--- config.mk ---
export PLATFORM = sky130hd
export DESIGN_NAME = multicycle_ctrl
export DESIGN_NICKNAME = d
export VERILOG_FILES = /design/src/rtl/multicycle_ctrl.sv
export SDC_FILE = /design/constraint.sdc
export NUM_CORES = 1
export LEC_CHECK = 0
export ABC_AREA = 1
export CAP_MARGIN = 20
export CELL_PAD_IN_SITES_DETAIL_PLACEMENT = 0
export CELL_PAD_IN_SITES_GLOBAL_PLACEMENT = 2
export CORE_MARGIN = 2
export CORE_UTILIZATION = 19
export CTS_CLUSTER_DIAMETER = 200
export DETAILED_ROUTE_END_ITERATION = 10
export PLACE_DENSITY = 0.81
export SYNTH_ARGS = -nofsm -noshare
export SYNTH_HDL_FRONTEND = slang
export SYNTH_SLANG_ARGS = --single-unit
--- constraint.sdc ---
create_clock -name clk -period 2.87 [get_ports clk]
set_input_delay 0.861 -clock clk [delete_from_list [all_inputs] [get_ports clk]]
set_output_delay 0.861 -clock clk [all_outputs]
set_load 0.05 [all_outputs]
--- src/rtl/multicycle_ctrl.sv ---
// Multicycle MIPS-subset control unit: Moore FSM sequencing fetch, decode, execute,
// memory and write-back, with a configurable stall in every memory-access state.
module multicycle_ctrl #(
  parameter int unsigned MEM_WAIT = 0
) (
  input  logic       clk,
  input  logic       reset,
  input  logic [5:0] op,
  input  logic [5:0] funct,
  input  logic       zero,
  output logic       pcEn,
  output logic       irWrite,
  output logic       memWrite,
  output logic       regWrite,
  output logic       iOrD,
  output logic       aluSrcA,
  output logic [1:0] aluSrcB,
  output logic [2:0] aluCtl,
  output logic [1:0] pcSrc,
  output logic [1:0] regDst,
  output logic [1:0] memToReg,
  output logic [3:0] state,
  output logic       instrDone
);

  typedef enum logic [3:0] {
    StFetch   = 4'd0,
    StDecode  = 4'd1,
    StMemAdr  = 4'd2,
    StMemRd   = 4'd3,
    StMemWb   = 4'd4,
    StMemWr   = 4'd5,
    StRtExec  = 4'd6,
    StRtWb    = 4'd7,
    StIExec   = 4'd8,
    StIWb     = 4'd9,
    StBranch  = 4'd10,
    StJump    = 4'd11,
    StJal     = 4'd12,
    StJr      = 4'd13
  } state_e;

  localparam logic [5:0] OpR    = 6'h00;
  localparam logic [5:0] OpJ    = 6'h02;
  localparam logic [5:0] OpJal  = 6'h03;
  localparam logic [5:0] OpBeq  = 6'h04;
  localparam logic [5:0] OpBne  = 6'h05;
  localparam logic [5:0] OpAddi = 6'h08;
  localparam logic [5:0] OpLw   = 6'h23;
  localparam logic [5:0] OpSw   = 6'h2B;
  localparam logic [5:0] FnJr   = 6'h08;
  localparam logic [5:0] FnAdd  = 6'h20;
  localparam logic [5:0] FnSub  = 6'h22;
  localparam logic [5:0] FnSlt  = 6'h2A;

  localparam logic [2:0] AluAdd = 3'b000;
  localparam logic [2:0] AluSub = 3'b001;
  localparam logic [2:0] AluSlt = 3'b011;

  localparam logic [3:0] WaitCnt = 4'(MEM_WAIT);

  state_e     state_q, state_d;
  logic [3:0] cnt_q;
  logic       wait_done;

  // Only meaningful in the stalled states; every other state lasts one cycle.
  assign wait_done = (cnt_q == WaitCnt);
  assign state     = state_q;

  always_comb begin
    state_d = state_q;
    unique case (state_q)
      StFetch:  if (wait_done) state_d = StDecode;
      StDecode: begin
        case (op)
          OpLw, OpSw:     state_d = StMemAdr;
          OpR:            state_d = (funct == FnJr) ? StJr : StRtExec;
          OpAddi:         state_d = StIExec;
          OpBeq, OpBne:   state_d = StBranch;
          OpJ:            state_d = StJump;
          OpJal:          state_d = StJal;
          default:        state_d = StFetch;
        endcase
      end
      StMemAdr: state_d = (op == OpLw) ? StMemRd : StMemWr;
      StMemRd:  if (wait_done) state_d = StMemWb;
      StMemWr:  if (wait_done) state_d = StFetch;
      StRtExec: state_d = StRtWb;
      StIExec:  state_d = StIWb;
      StMemWb, StRtWb, StIWb, StBranch, StJump, StJal, StJr: state_d = StFetch;
      default:  state_d = StFetch;
    endcase
  end

  // Counter restarts on every state change so each stalled state sees 0..MEM_WAIT.
  always_ff @(posedge clk) begin
    if (reset) begin
      state_q <= StFetch;
      cnt_q   <= '0;
    end else begin
      state_q <= state_d;
      cnt_q   <= (state_d != state_q) ? '0 : cnt_q + 4'd1;
    end
  end

  always_comb begin
    pcEn      = 1'b0;
    irWrite   = 1'b0;
    memWrite  = 1'b0;
    regWrite  = 1'b0;
    iOrD      = 1'b0;
    aluSrcA   = 1'b0;
    aluSrcB   = 2'b00;
    aluCtl    = AluAdd;
    pcSrc     = 2'b00;
    regDst    = 2'b00;
    memToReg  = 2'b00;
    instrDone = 1'b0;
    unique case (state_q)
      StFetch: begin
        aluSrcB = 2'b01;
        irWrite = wait_done;
        pcEn    = wait_done;
      end
      StDecode: begin
        aluSrcB   = 2'b11;
        // Only an unrecognised opcode returns straight to fetch.
        instrDone = (state_d == StFetch);
      end
      StMemAdr, StIExec: begin
        aluSrcA = 1'b1;
        aluSrcB = 2'b10;
      end
      StMemRd: iOrD = 1'b1;
      StMemWb: begin
        memToReg  = 2'b01;
        regWrite  = 1'b1;
        instrDone = 1'b1;
      end
      StMemWr: begin
        iOrD      = 1'b1;
        memWrite  = wait_done;
        instrDone = wait_done;
      end
      StRtExec: begin
        aluSrcA = 1'b1;
        case (funct)
          FnSub:   aluCtl = AluSub;
          FnSlt:   aluCtl = AluSlt;
          FnAdd:   aluCtl = AluAdd;
          default: aluCtl = AluAdd;
        endcase
      end
      StRtWb: begin
        regDst    = 2'b01;
        regWrite  = 1'b1;
        instrDone = 1'b1;
      end
      StIWb: begin
        regWrite  = 1'b1;
        instrDone = 1'b1;
      end
      StBranch: begin
        aluSrcA   = 1'b1;
        aluCtl    = AluSub;
        pcSrc     = 2'b01;
        pcEn      = (op == OpBeq) ? zero : ~zero;
        instrDone = 1'b1;
      end
      StJump: begin
        pcSrc     = 2'b10;
        pcEn      = 1'b1;
        instrDone = 1'b1;
      end
      StJal: begin
        pcSrc     = 2'b10;
        pcEn      = 1'b1;
        regWrite  = 1'b1;
        regDst    = 2'b10;
        memToReg  = 2'b10;
        instrDone = 1'b1;
      end
      StJr: begin
        pcSrc     = 2'b11;
        pcEn      = 1'b1;
        instrDone = 1'b1;
      end
      default: ;
    endcase
    if (reset) begin
      pcEn      = 1'b0;
      irWrite   = 1'b0;
      memWrite  = 1'b0;
      regWrite  = 1'b0;
      instrDone = 1'b0;
    end
  end

endmodule
Word level (Yosys, flattened, before mapping)
Index checks and enable logic that the tools add are counted.

Word-level logic and storage cells: 68. Output and inout port bits: 22. Bits of input ports: 15. Bits in registers: 8.

Equality and inequality tests: 24. Reduce and logical (&&, ||, !) cells: 14. Add/subtract/negate cells: 1. Multiplexer cells: 26. Bitwise operators: 1.

Operator list (number): $pmux W4 S7 (1); $eq A4 B4 Y1 const B (6); $eq A6 B6 Y1 const B (4); $pmux W4 S6 (1); $eq A4 B3 Y1 const B (4); $mux W4 (4); $pmux W2 S2 (4); $eq A6 B2 Y1 const B (2); $eq A6 B3 Y1 const B (2); $eq A6 B4 Y1 const B (2); $logic_not A4 Y1 (3); $pmux W2 S3 (2); $reduce_or A2 Y1 (6); $mux W1 (11); $eq A4 B2 Y1 const B (2); $reduce_or A4 Y1 (2); $reduce_or A7 Y1 (1); $logic_not A6 Y1 (1); $pmux W1 S3 (2); $add A4 B1 Y4 const B (1); $eq A4 B1 Y1 const B (1); $ne A4 B4 Y1 (1); $mux W3 (1); $reduce_or A3 Y1 (1); $not A1 Y1 (1).

Longest topological paths before layout
Word-level depth: 7. Depth in mapped cells: 12. Mapped depth without buffers: 12.

Least setup slack after synthesis
OpenSTA, ideal clock, no wires.

Path kind: flip-flop to output port. From: register state_q[2], in the netlist state[2]. To: output port pcEn. Data arrival time: 2683 ps. Slack: -674 ps. Cell stages (with the launch flop): 7. Cell sequence: dfxtp_1 > nand2_1 > nand2_1 > o21ai_0 > nor2_1 > a21oi_1 > a21oi_1.

Longest elaborated chain between the ends: 4. Elaborated cells between the ends (all ways): 8. Those cells by class: eq/ne: 4; mux: 2; reduce/logical: 2.

Ends and longest elaborated chain: from (decl) (RTL line 62) `state_e state_q, state_d;`; from (signal assigned) (RTL line 98) `state_q <= StFetch;`; from (signal assigned) (RTL line 101) `state_q <= state_d;`; $eq A4 B4 Y1 (RTL line 119) `unique case (state_q)`; $reduce_or A3 Y1 (no line); $pmux W1 S3 * (RTL line 119); $mux W1 * (RTL line 190) `if (reset) begin`; to (decl) (RTL line 11) `output logic pcEn,`.

Every way passes the cells marked *; elsewhere a longest branch is shown, timed or not.

Worst setup path in the final report
From: input port op[2]. To: output port instrDone.

Longest elaborated chain between the ends: 7. Elaborated cells between the ends (all ways): 16. Those cells by class: eq/ne: 7; mux: 5; reduce/logical: 4.

Ends and longest elaborated chain: from (decl) (RTL line 8) `input logic [5:0] op,`; $eq A6 B3 Y1, or another cell as far along (RTL line 75) `case (op)`; $reduce_or A2 Y1 (RTL line 75); $pmux W4 S6 (RTL line 75); $pmux W4 S7 * (RTL line 72) `unique case (state_q)`; $logic_not A4 Y1 * (RTL line 128) `instrDone = (state_d == StFetch);`; $pmux W1 S3 * (RTL line 119); $mux W1 * (RTL line 190); to (decl) (RTL line 23) `output logic instrDone`.

Marks and branches as above.

==> qor.txt <==
Status -> finished, violations left
Failing checks -> setup timing
Routed wire length -> 2.80 mm
Unrepaired setup endpoints after global routing -> yes
Drt wl/cell -> 10.4 µm
CP arrival -> 2060 ps
Hold buffers post-CTS -> 0
Remaining DRCs -> 0
Data required, critical path -> 2010 ps
Layout Cell Area excl Fill -> 1670 µm²
Total power -> 885 µW
Critical path class -> input port to output port
Min Tclk post-route -> 2920 ps
DP Worst Slack -> -472 ps
Port bufs -> 35
Die span in x -> 70.7 µm
Initial core utilization -> 0.196
H-tree depth -> 1
Final hold vios -> 0
Skew-Pair Late Insertion Delay -> 230 ps
# diodes -> 0
Area grow syn2layout -> 97.8%
RePlAce Congestion -> 0.781
Maximum clock frequency -> 0.343 GHz
Post-synth cell types -> 23
Period utilization -> 1.02
Fin nets -> 237
Worst rel slew slack -> 0.665
Peak fanout along the critical path -> 2
Fraction of layout instances using a drive strength above 1 -> 0.413
Initial antenna violation count -> 0
Final number of setup-violating endpoints -> 1
Reg clk slew, reported paths -> 40 ps
Mapped Area -> 846 µm²
Clock Tree Root -> clkbuf_8
Core area -> 4320 µm²
First-pass GRT wire length -> 4.71 mm
Final Worst Setup Slack -> -48.2 ps
Drt pass-1 iters -> 4
Syn Inst Count -> 157
Peak supply drop -> 0.512 mV
# IOs -> 37
#FFs+latches synth -> 8
Syn avg cell area -> 5.39 µm²
Die area -> 5000 µm²
Vias in the first global route -> 1,083
Yosys warns -> 0
Row cnt -> 24
Clock skew -> 1.60 ps
Slew Limit Fails -> 0
Pwr/cell area -> 529 nW/µm²
Leak pwr -> 0.000837 µW
Worst-margin pin slew -> 500 ps
Die Y-Extent -> 70.7 µm
Placed Area -> 1440 µm²
Fillcell total -> 497
Antenna viol nets, final -> 0
Total CTS buffers -> 3
Largest net degree at the start of global routing -> 9
Setup TNS -> -48.2 ps
Sequential area share after synthesis -> 0.189
Dpl hpwl -> 2.15 mm
Syn_nets -> 174
GR Util All Layers -> 0.113
CTS tree -> yes
Crit. End Element -> output port
Hold WC Path Type -> flop to flop
GRT overflow -> 0
Via/cell ratio -> 4.16
Initial DRC count -> 33
CP startpoint kind -> input port
Max Root-Sink Buffers -> 2
Sink Count -> 8
Vias -> 1,122
Max Cap Viol -> 0
-- synth_stat cells --
library cell  count  area [µm²]
nand3_1          11        55.1
o21a_1            1        7.51
nor2_2            6        37.5
conb_1            1        3.75
a211oi_1          1        7.51
dfxtp_1           8         160
xnor2_1           1        8.76
a21oi_1           9        45.0
xor2_1            1        8.76
nor2_1           32         120
nor3b_1           1        7.51
inv_2             1        3.75
nand2_1          37         139
or2_2             2        12.5
ha_1              2        25.0
nor3b_2           1        12.5
nand2_2           5        31.3
inv_1            23        86.3
buf_4             1        7.51
buf_1             1        3.75
nand4_1           2        12.5
nor3_1            5        25.0
o21ai_0           5        25.0
-- worst max-delay path, stage by stage --
cell	delay [ps]
buf_8	100
buf_6	110
inv_4	50
nor2_4	30
nand3_2	60
nand2_2	60
nor2_1	80
nand2_1	70
nand2_2	80
nand2_1	50
nor2_1	110
nand2_1	90
a21oi_4	150
buf_12	150
-- registers in the layout, indices dropped and copies added, names as in the netlist --
register / count
cnt_q: 4
state: 4
-- cell type report --
| type | count | area [µm²] | share of cell area |
|---|---|---|---|
| sequential | 8 | 161 | 0.0965 |
| inverter | 24 | 92.6 | 0.0553 |
| timing repair buffer | 60 | 632 | 0.378 |
| multi-input combinational | 123 | 681 | 0.407 |
| clock buffer | 3 | 41.3 | 0.0247 |
| tap | 52 | 65.1 | 0.0389 |
-- where the power goes --
part / leakage (µW) / internal, µW / switching, µW / total (µW)
sequential: 0.0000655 / 132 / 25.7 / 157
combinational: 0.000750 / 227 / 369 / 595
clock: 0.0000216 / 90.6 / 41.8 / 132
total: 0.000837 / 449 / 436 / 885
-- logic make-up (layout without fill, tap and decap cells) --
kind of cell | Yosys count | after routing | share of synthesized area
AND/OR/NAND/NOR | 102 | 102 | 0.535
buffers and inverters | 26 | 87 | 0.120
AO/OA/AOI/OAI | 16 | 16 | 0.101
flip-flops | 8 | 8 | 0.189
adder cells (fa/ha/maj) | 2 | 2 | 0.0296
XOR/XNOR | 2 | 2 | 0.0207
other | 1 | 1 | 0.00443
-- final timing paths --
path | from | endpoint | slack, ps | cells after the start
worst max-delay path | op[2] | instrDone | -50 | 14
worst min-delay path | cnt_q[0]$_SDFF_PP0_ | cnt_q[0]$_SDFF_PP0_ | 490 | 1
worst max register to register | state[0]$_SDFF_PP0_ | state[1]$_SDFF_PP0_ | 320 | 16
worst min register to register | cnt_q[0]$_SDFF_PP0_ | cnt_q[0]$_SDFF_PP0_ | 490 | 1
-- metal layers --
layer,routed length [µm],vias up,global-route usage
met3,127,2,0.0171
met1,1370,477,0.153
met5,0,-,0
li1,-,616,-
met4,14,0,0.0398
met2,1290,27,0.183
-- cells in the final DEF (no fill, tap or decap), types with 5 or more instances in the layout --
master / instances
inv_1: 19
buf_4: 22
nor2_2: 10
nor2_1: 24
nand2_1: 34
buf_6: 11
nand2_2: 8
buf_12: 8
a21oi_1: 5
clkdlybuf4s50_1: 10
nand3_1: 8
dfxtp_1: 7
-- per-stage QoR --
stage / utilization / hold WS, ps / cells
floorplan: - / 452 / 157
global placement: 0.332 / 478 / 252
detailed placement: 0.332 / 486 / 252
CTS: 0.374 / 492 / 269
global route: 0.387 / 535 / 270
finish: 0.387 / 490 / 270
-- timing repair --
| item | 4_1_cts | 5_1_grt |
|---|---|---|
| setup endpoints to repair | 3 | 4 |
| resized for setup | 72 | 14 |
| pin swaps | 25 | 12 |
| buffers inserted | 14 | 2 |
Note: power is estimated with default switching activity, not from simulation.
